## src/rtl/fetch_queue_pkg.sv

```systemverilog
// Shared types and constants for the dual-issue fetch queue.
package fetch_queue_pkg;

  localparam int unsigned FQ_DEPTH = 4;
  localparam logic [31:0] RV_NOP   = 32'h0000_0013;

  // One queue slot: program counter plus the fetched instruction word.
  typedef struct packed {
    logic [31:0] pc;
    logic [31:0] instr;
  } fq_entry_t;

endpackage

```

## src/rtl/fetch_queue.sv

```systemverilog
// Dual-issue instruction fetch buffer between fetch and decode.
// Accepts up to two in-order {pc, instr} pairs per cycle and presents up
// to two to decode; a flush drops everything. Entries appear on the read
// side one cycle after they are written (no bypass).
module fetch_queue
  import fetch_queue_pkg::*;
#(
  parameter int unsigned DEPTH = FQ_DEPTH,  // power of two, >= 4
  parameter int unsigned XLEN  = 32         // must match fq_entry_t field width
) (
  input  logic                       clk,
  input  logic                       rst_n,
  input  logic                       flush,
  input  logic                       in_valid0,
  input  logic [XLEN-1:0]            in_pc0,
  input  logic [XLEN-1:0]            in_instr0,
  input  logic                       in_valid1,
  input  logic [XLEN-1:0]            in_pc1,
  input  logic [XLEN-1:0]            in_instr1,
  output logic                       in_ready,
  output logic                       out_valid0,
  output logic [XLEN-1:0]            out_pc0,
  output logic [XLEN-1:0]            out_instr0,
  output logic                       out_valid1,
  output logic [XLEN-1:0]            out_pc1,
  output logic [XLEN-1:0]            out_instr1,
  input  logic [1:0]                 deq,
  output logic [$clog2(DEPTH):0]     count
);

  localparam int unsigned PW = $clog2(DEPTH);
  localparam int unsigned CW = PW + 1;

  fq_entry_t         r_mem [DEPTH];
  logic [PW-1:0]     r_rd_ptr;
  logic [PW-1:0]     r_wr_ptr;
  logic [CW-1:0]     r_count;

  logic              w_enq;
  logic [1:0]        w_n_in;
  logic [CW-1:0]     w_deq_ext;
  logic [CW-1:0]     w_n_out;
  logic [CW-1:0]     w_count_nxt;
  logic [PW-1:0]     w_wr_ptr1;
  logic [PW-1:0]     w_rd_ptr1;

  // in_ready looks only at registered occupancy so deq never reaches it.
  assign in_ready  = (r_count <= CW'(DEPTH - 2));
  assign w_enq     = in_ready & ~flush;
  // Slot 1 only counts when slot 0 is also valid.
  assign w_n_in    = w_enq ? {in_valid0 & in_valid1, in_valid0 & ~in_valid1} : 2'd0;
  assign w_deq_ext = {{(CW-2){1'b0}}, deq};
  // Saturate so an over-eager decode cannot underflow the queue.
  assign w_n_out   = (w_deq_ext > r_count) ? r_count : w_deq_ext;
  assign w_count_nxt = r_count + CW'(w_n_in) - w_n_out;
  assign w_wr_ptr1 = r_wr_ptr + PW'(1);
  assign w_rd_ptr1 = r_rd_ptr + PW'(1);
  assign count     = r_count;

  // Storage write; contents are intentionally left unreset.
  always_ff @(posedge clk) begin
    if (w_enq && in_valid0) begin
      r_mem[r_wr_ptr] <= '{pc: in_pc0, instr: in_instr0};
      if (in_valid1)
        r_mem[w_wr_ptr1] <= '{pc: in_pc1, instr: in_instr1};
    end
  end

  // Pointer and occupancy update; flush overrides any enqueue/dequeue.
  always_ff @(posedge clk or negedge rst_n) begin
    if (!rst_n) begin
      r_rd_ptr <= '0;
      r_wr_ptr <= '0;
      r_count  <= '0;
    end else if (flush) begin
      r_rd_ptr <= '0;
      r_wr_ptr <= '0;
      r_count  <= '0;
    end else begin
      r_rd_ptr <= r_rd_ptr + w_n_out[PW-1:0];
      r_wr_ptr <= r_wr_ptr + PW'(w_n_in);
      r_count  <= w_count_nxt;
    end
  end

  // Read side: head and next entry, NOP/zero when a slot is empty.
  always_comb begin
    out_valid0 = (r_count >= CW'(1));
    out_valid1 = (r_count >= CW'(2));
    out_pc0    = '0;
    out_instr0 = RV_NOP;
    out_pc1    = '0;
    out_instr1 = RV_NOP;
    if (out_valid0) begin
      out_pc0    = r_mem[r_rd_ptr].pc;
      out_instr0 = r_mem[r_rd_ptr].instr;
    end
    if (out_valid1) begin
      out_pc1    = r_mem[w_rd_ptr1].pc;
      out_instr1 = r_mem[w_rd_ptr1].instr;
    end
  end

  // Decode asking for more entries than are held is a protocol error.
  a_deq_le_count: assert property (@(posedge clk) disable iff (!rst_n)
                                   (flush || (w_deq_ext <= r_count)))
    else $warning("fetch_queue: deq exceeds occupancy");

endmodule

```

## config.mk

```make
export PLATFORM = sky130hd
export DESIGN_NAME = fetch_queue
export DESIGN_NICKNAME = d
export VERILOG_FILES = /design/src/rtl/fetch_queue_pkg.sv /design/src/rtl/fetch_queue.sv
export SDC_FILE = /design/constraint.sdc
export NUM_CORES = 1
export LEC_CHECK = 0
export BUFFER_PORTS_ARGS = -buffer_cell sky130_fd_sc_hd__buf_4
export CAP_MARGIN = 20
export CORE_UTILIZATION = 55
export DETAILED_ROUTE_END_ITERATION = 10
export PLACE_DENSITY = 0.79
export RECOVER_POWER = 50
export SKIP_CTS_REPAIR_TIMING = 1
export SYNTH_ARGS = -nofsm -noshare
export SYNTH_HDL_FRONTEND = slang
export SYNTH_SLANG_ARGS = --single-unit
```

## constraint.sdc

```tcl
create_clock -name clk -period 7.6 [get_ports clk]
set_input_delay 1.14 -clock clk [delete_from_list [all_inputs] [get_ports clk]]
set_output_delay 1.14 -clock clk [all_outputs]
set_load 0.02 [all_outputs]
```

## Yosys cells after proc, flatten, opt, wreduce, memory -nomap -nowiden

Memories as Yosys holds them, arrays and structs flattened.
Index checks and enable logic that the tools add are counted.

| cells by class | value |
|---|---|
| reductions and logical operators | 1 |
| bitwise logic cells | 5 |
| muxes and demuxes | 14 |
| order comparisons | 4 |
| $add $sub $neg | 6 |

Operators with widths:

| kind | number |
|---|---|
| $mux 32 | 4 |
| $mux 2 | 3 |
| $mux 3 | 2 |
| $mux 1 | 5 |
| $add 2x1->2 const B | 2 |
| $add 2x2->2 | 2 |
| $add 3x2->3 | 1 |
| $and 1x1->1 | 3 |
| $ge 3x1->1 const B | 1 |
| $ge 3x2->1 const B | 1 |
| $gt 2x3->1 | 1 |
| $le 3x2->1 const B | 1 |
| $sub 3x3->3 | 1 |
| $not 1->1 | 2 |
| $logic_and 1x1->1 | 1 |

| word-level totals | value |
|---|---|
| memories kept | 1 |
| register bits after elaboration | 7 |
| RAM bits | 256 |

Memories:

| name | words | bits a word | rd ports | clocked after memory_dff | wr ports | line | source |
|---|---|---|---|---|---|---|---|
| r_mem | 4 | 64 | 2 | 0 | 2 | fetch_queue.sv:34 | `fq_entry_t r_mem [DEPTH];` |

## Longest topological paths before layout

| logic depth | value |
|---|---|
| depth in word-level cells | 6 |
| depth in mapped cells | 13 |
| gate-level depth less buffers | 13 |

## Worst setup path after synthesis

No wires, ideal clock.

| path | value |
|---|---|
| kind | input to register |
| start point | in flush |
| end point | mem r_mem[3][0] in the netlist's numbering, enable pin |
| path slack | 920 ps |
| data required time | 7022 ps |
| arrival | 6102 ps |
| buffers on the path | 0 |
| cell stages on the path | 2 |
| library setup time | 578 ps |
| cell sequence | nand3b_2 -> nor3b_1 |

RTL lines:

| item | line | source |
|---|---|---|
| from (decl) | fetch_queue.sv:13 | `input logic flush,` |
| to (decl) | fetch_queue.sv:34 |  |

==> results.ini <==
[run_status]
status = finished with violations
violations = capacitance limit, slew limit

[drt]
drc_errors = 0
first_iter_violations = 639
dr.pass1.iters = 4
avgRoutedWirePerCell_um = 23.2
ant_nets = 0
via_per_inst = 5.95
num_vias = 9202
drt-total-wl_um = 35800

[sta]
fin_crit_sh_pct = 74.5
setup_ws_ns = 1.94
rsz0062_at_grt = no
min_period_ns = 5.66
final_max_slew_viol_count = 334
slew_headroom_pct = -204
final-hold-violation-count = 0
fin_tns_setup_ns = 0
fin_worst_skew_ns = 0.00889
fmax_mhz = 177
max_slew.worst_pin.slew_ns = 4.57
setup_viol_count_final = 0

[clocking]
clkSinkCount = 263
cts_tree = built
htreeDepth = 1
cts_buffers = 29
cts.reportedPaths.clkPinSlew_ns = 0.06
clk_latency_ns = 0.54
cts_root_buf = clkbuf_16
clockBufferDepth = 3

[setup_path]
cp_data_required_time_ns = 7.88
end_kind = flip-flop
start_kind = input pin
r2r_setup_slack_ns = 2.07
cp.arrival_ns = 5.94
crit_type = in2reg
path_max_fanout = 54

[logic_synthesis]
synth_most_common_cell = edfxtp_1
synth_area_leaders = edfxtp_1 (50%), mux4_2 (19%), mux2_2 (17%)
ys_ff_latch = 263
ys.warnings.count = 0
synth_top_area_cell = edfxtp_1
ys_types = 35
synth_edf_count = 256
synthesis.area_sq_um = 15300
synth_nets = 1049
synth_compound_area_share_pct = 0.286
postSynth.asyncResetShare_pct = 2.66
syn_inst = 905
synth-xor-area-share_pct = 0.343
synth.mux.area_fraction_pct = 37.8
synth_fa_ha_area_share_pct = 0.784
synth_top_family_by_area = multiplexers
avgSynthCellArea_sq_um = 16.9
ys.flop_type = edfxtp_1
synth_common_cells = edfxtp_1 (256), mux2_2 (229), mux4_2 (128)
ys_seq_area_share_pct = 51.3
synth.top_cell.area_share_pct = 50.2
synth-simple-area-share_pct = 6.43

[floorplanning]
row_count = 60
start_util_pct = 56.4
die-height_um = 169
die-area_sq_um = 28500
core_sq_um = 27200
die_x_um = 169
pin_count = 269

[placed_design]
post-dp-hpwl_um = 21800
pre_cts_ws_ns = 3.71
gp_routability_congestion = 0.801
io_buffers = 268

[pwr]
power.density_nw_per_um2 = 322
p_leak_nw = 6.53
finalPower_mw = 5.91
peakVddDrop_mv = 0.201

[flow_run]
maxCapViolCount = 8

[global_route]
grt_max_degree = 68
antenna_found_initial = 2
grt.overflow.total = 0
grt_pass1_wl_um = 54900
grt_pass1_vias = 9752
grtUsageTotal_pct = 25.4

[finish]
layout.nets = 1294
fin_util_pct = 67.4
syn2layout_area_growth_pct = 19.6
drive_gt1_share_pct = 58.0

[worst_hold_path]
worstHoldPathType = in2async

==> layout make-up <==
cell class                      instances  area (sq um)
Fill cell                            1954          8850
Sequential cell                       263          7870
Multi-Input combinational cell        564          6960
Timing Repair Buffer                  282          2100
Clock buffer                           40           797
Tap cell                              372           465
Clock inverter                         14          93.8
Inverter                               10          37.5
Antenna cell                            1          2.50
==> power by group <==
group / leakage [nW] / switching [mW] / total, mW / internal [mW]
sequential: 2.42 / 0.154 / 1.87 / 1.72
combinational: 3.67 / 1.37 / 2.72 / 1.35
clock: 0.445 / 0.550 / 1.31 / 0.763
==> cell usage in the layout, fill, tap and decap left out <==
cell type,count
a21oi_1,4
and2_1,122
buf_12,2
buf_4,269
bufinv_16,1
clkbuf_1,19
clkbuf_16,29
clkbuf_8,3
clkinv_1,4
clkinv_2,8
dfrtp_1,5
dfrtp_4,2
diode_2,1
edfxtp_1,256
fa_1,1
ha_1,8
inv_1,8
inv_2,2
inv_6,1
mux2_1,30
mux2_2,227
mux2i_1,1
mux4_2,128
nand2_1,1
nand2b_1,1
nand3_1,1
nand3b_1,3
nand4b_1,2
nor2_1,8
nor2b_1,4
nor3_1,3
nor3b_1,1
o211ai_1,1
o21ai_0,1
or2_0,3
or2_2,8
xnor2_1,5
xor2_1,1
==> kinds of logic after synthesis <==
family	count (synthesis)
compound gates	6
flops	263
xor+xnor	6
buf+inv	78
mux	386
simple gates	157
fa+ha+maj	9
==> metal layers <==
metal	track usage, %	wire length (um)	vias to the layer above
met5	0	13	-
met4	6.92	844	2
met3	5.73	2650	59
met2	43.6	18000	323
met1	32.5	14300	4703
li1	-	-	4115
==> per-stage QoR <==
| stage | area, sq um | hold WS (ns) | cells |
|---|---|---|---|
| floorplan | 15300 | 0.596 | 905 |
| global placement | 17500 | 0.711 | 1490 |
| detailed placement | 17500 | 0.715 | 1490 |
| CTS | 18400 | 0.396 | 1544 |
| global route | 18300 | 0.549 | 1545 |
| finish | 18300 | 0.525 | 1546 |
==> worst max-delay path, stage by stage <==
cell and delay, ns:
clkbuf_1 0.37, nand3b_1 0.29, or2_0 0.87, clkbuf_1 2.72, mux2_2 0.51
==> sequential cells by signal (all words and copies together) (netlist names) <==
signal / flops
r_wr_ptr: 2
r_mem: 256
r_rd_ptr: 2
count: 3
==> worst paths after layout <==
kind | start | depth (start not counted) | end
worst min-delay path | rst_n | 1 | r_wr_ptr[1]$_DFF_PN0_
min in group clk | r_wr_ptr[0]$_DFF_PN0_ | 2 | r_wr_ptr[0]$_DFF_PN0_
max in group asynchronous | rst_n | 1 | r_rd_ptr[1]$_DFF_PN0_
worst max-delay path | flush | 5 | r_mem[0][34]$_DFFE_PP_
worst min register to register | r_wr_ptr[0]$_DFF_PN0_ | 2 | r_wr_ptr[0]$_DFF_PN0_
worst max register to register | count[1]$_DFF_PN0_ | 4 | r_mem[0][35]$_DFFE_PP_
No activity file was read; power rests on OpenSTA's default activity.
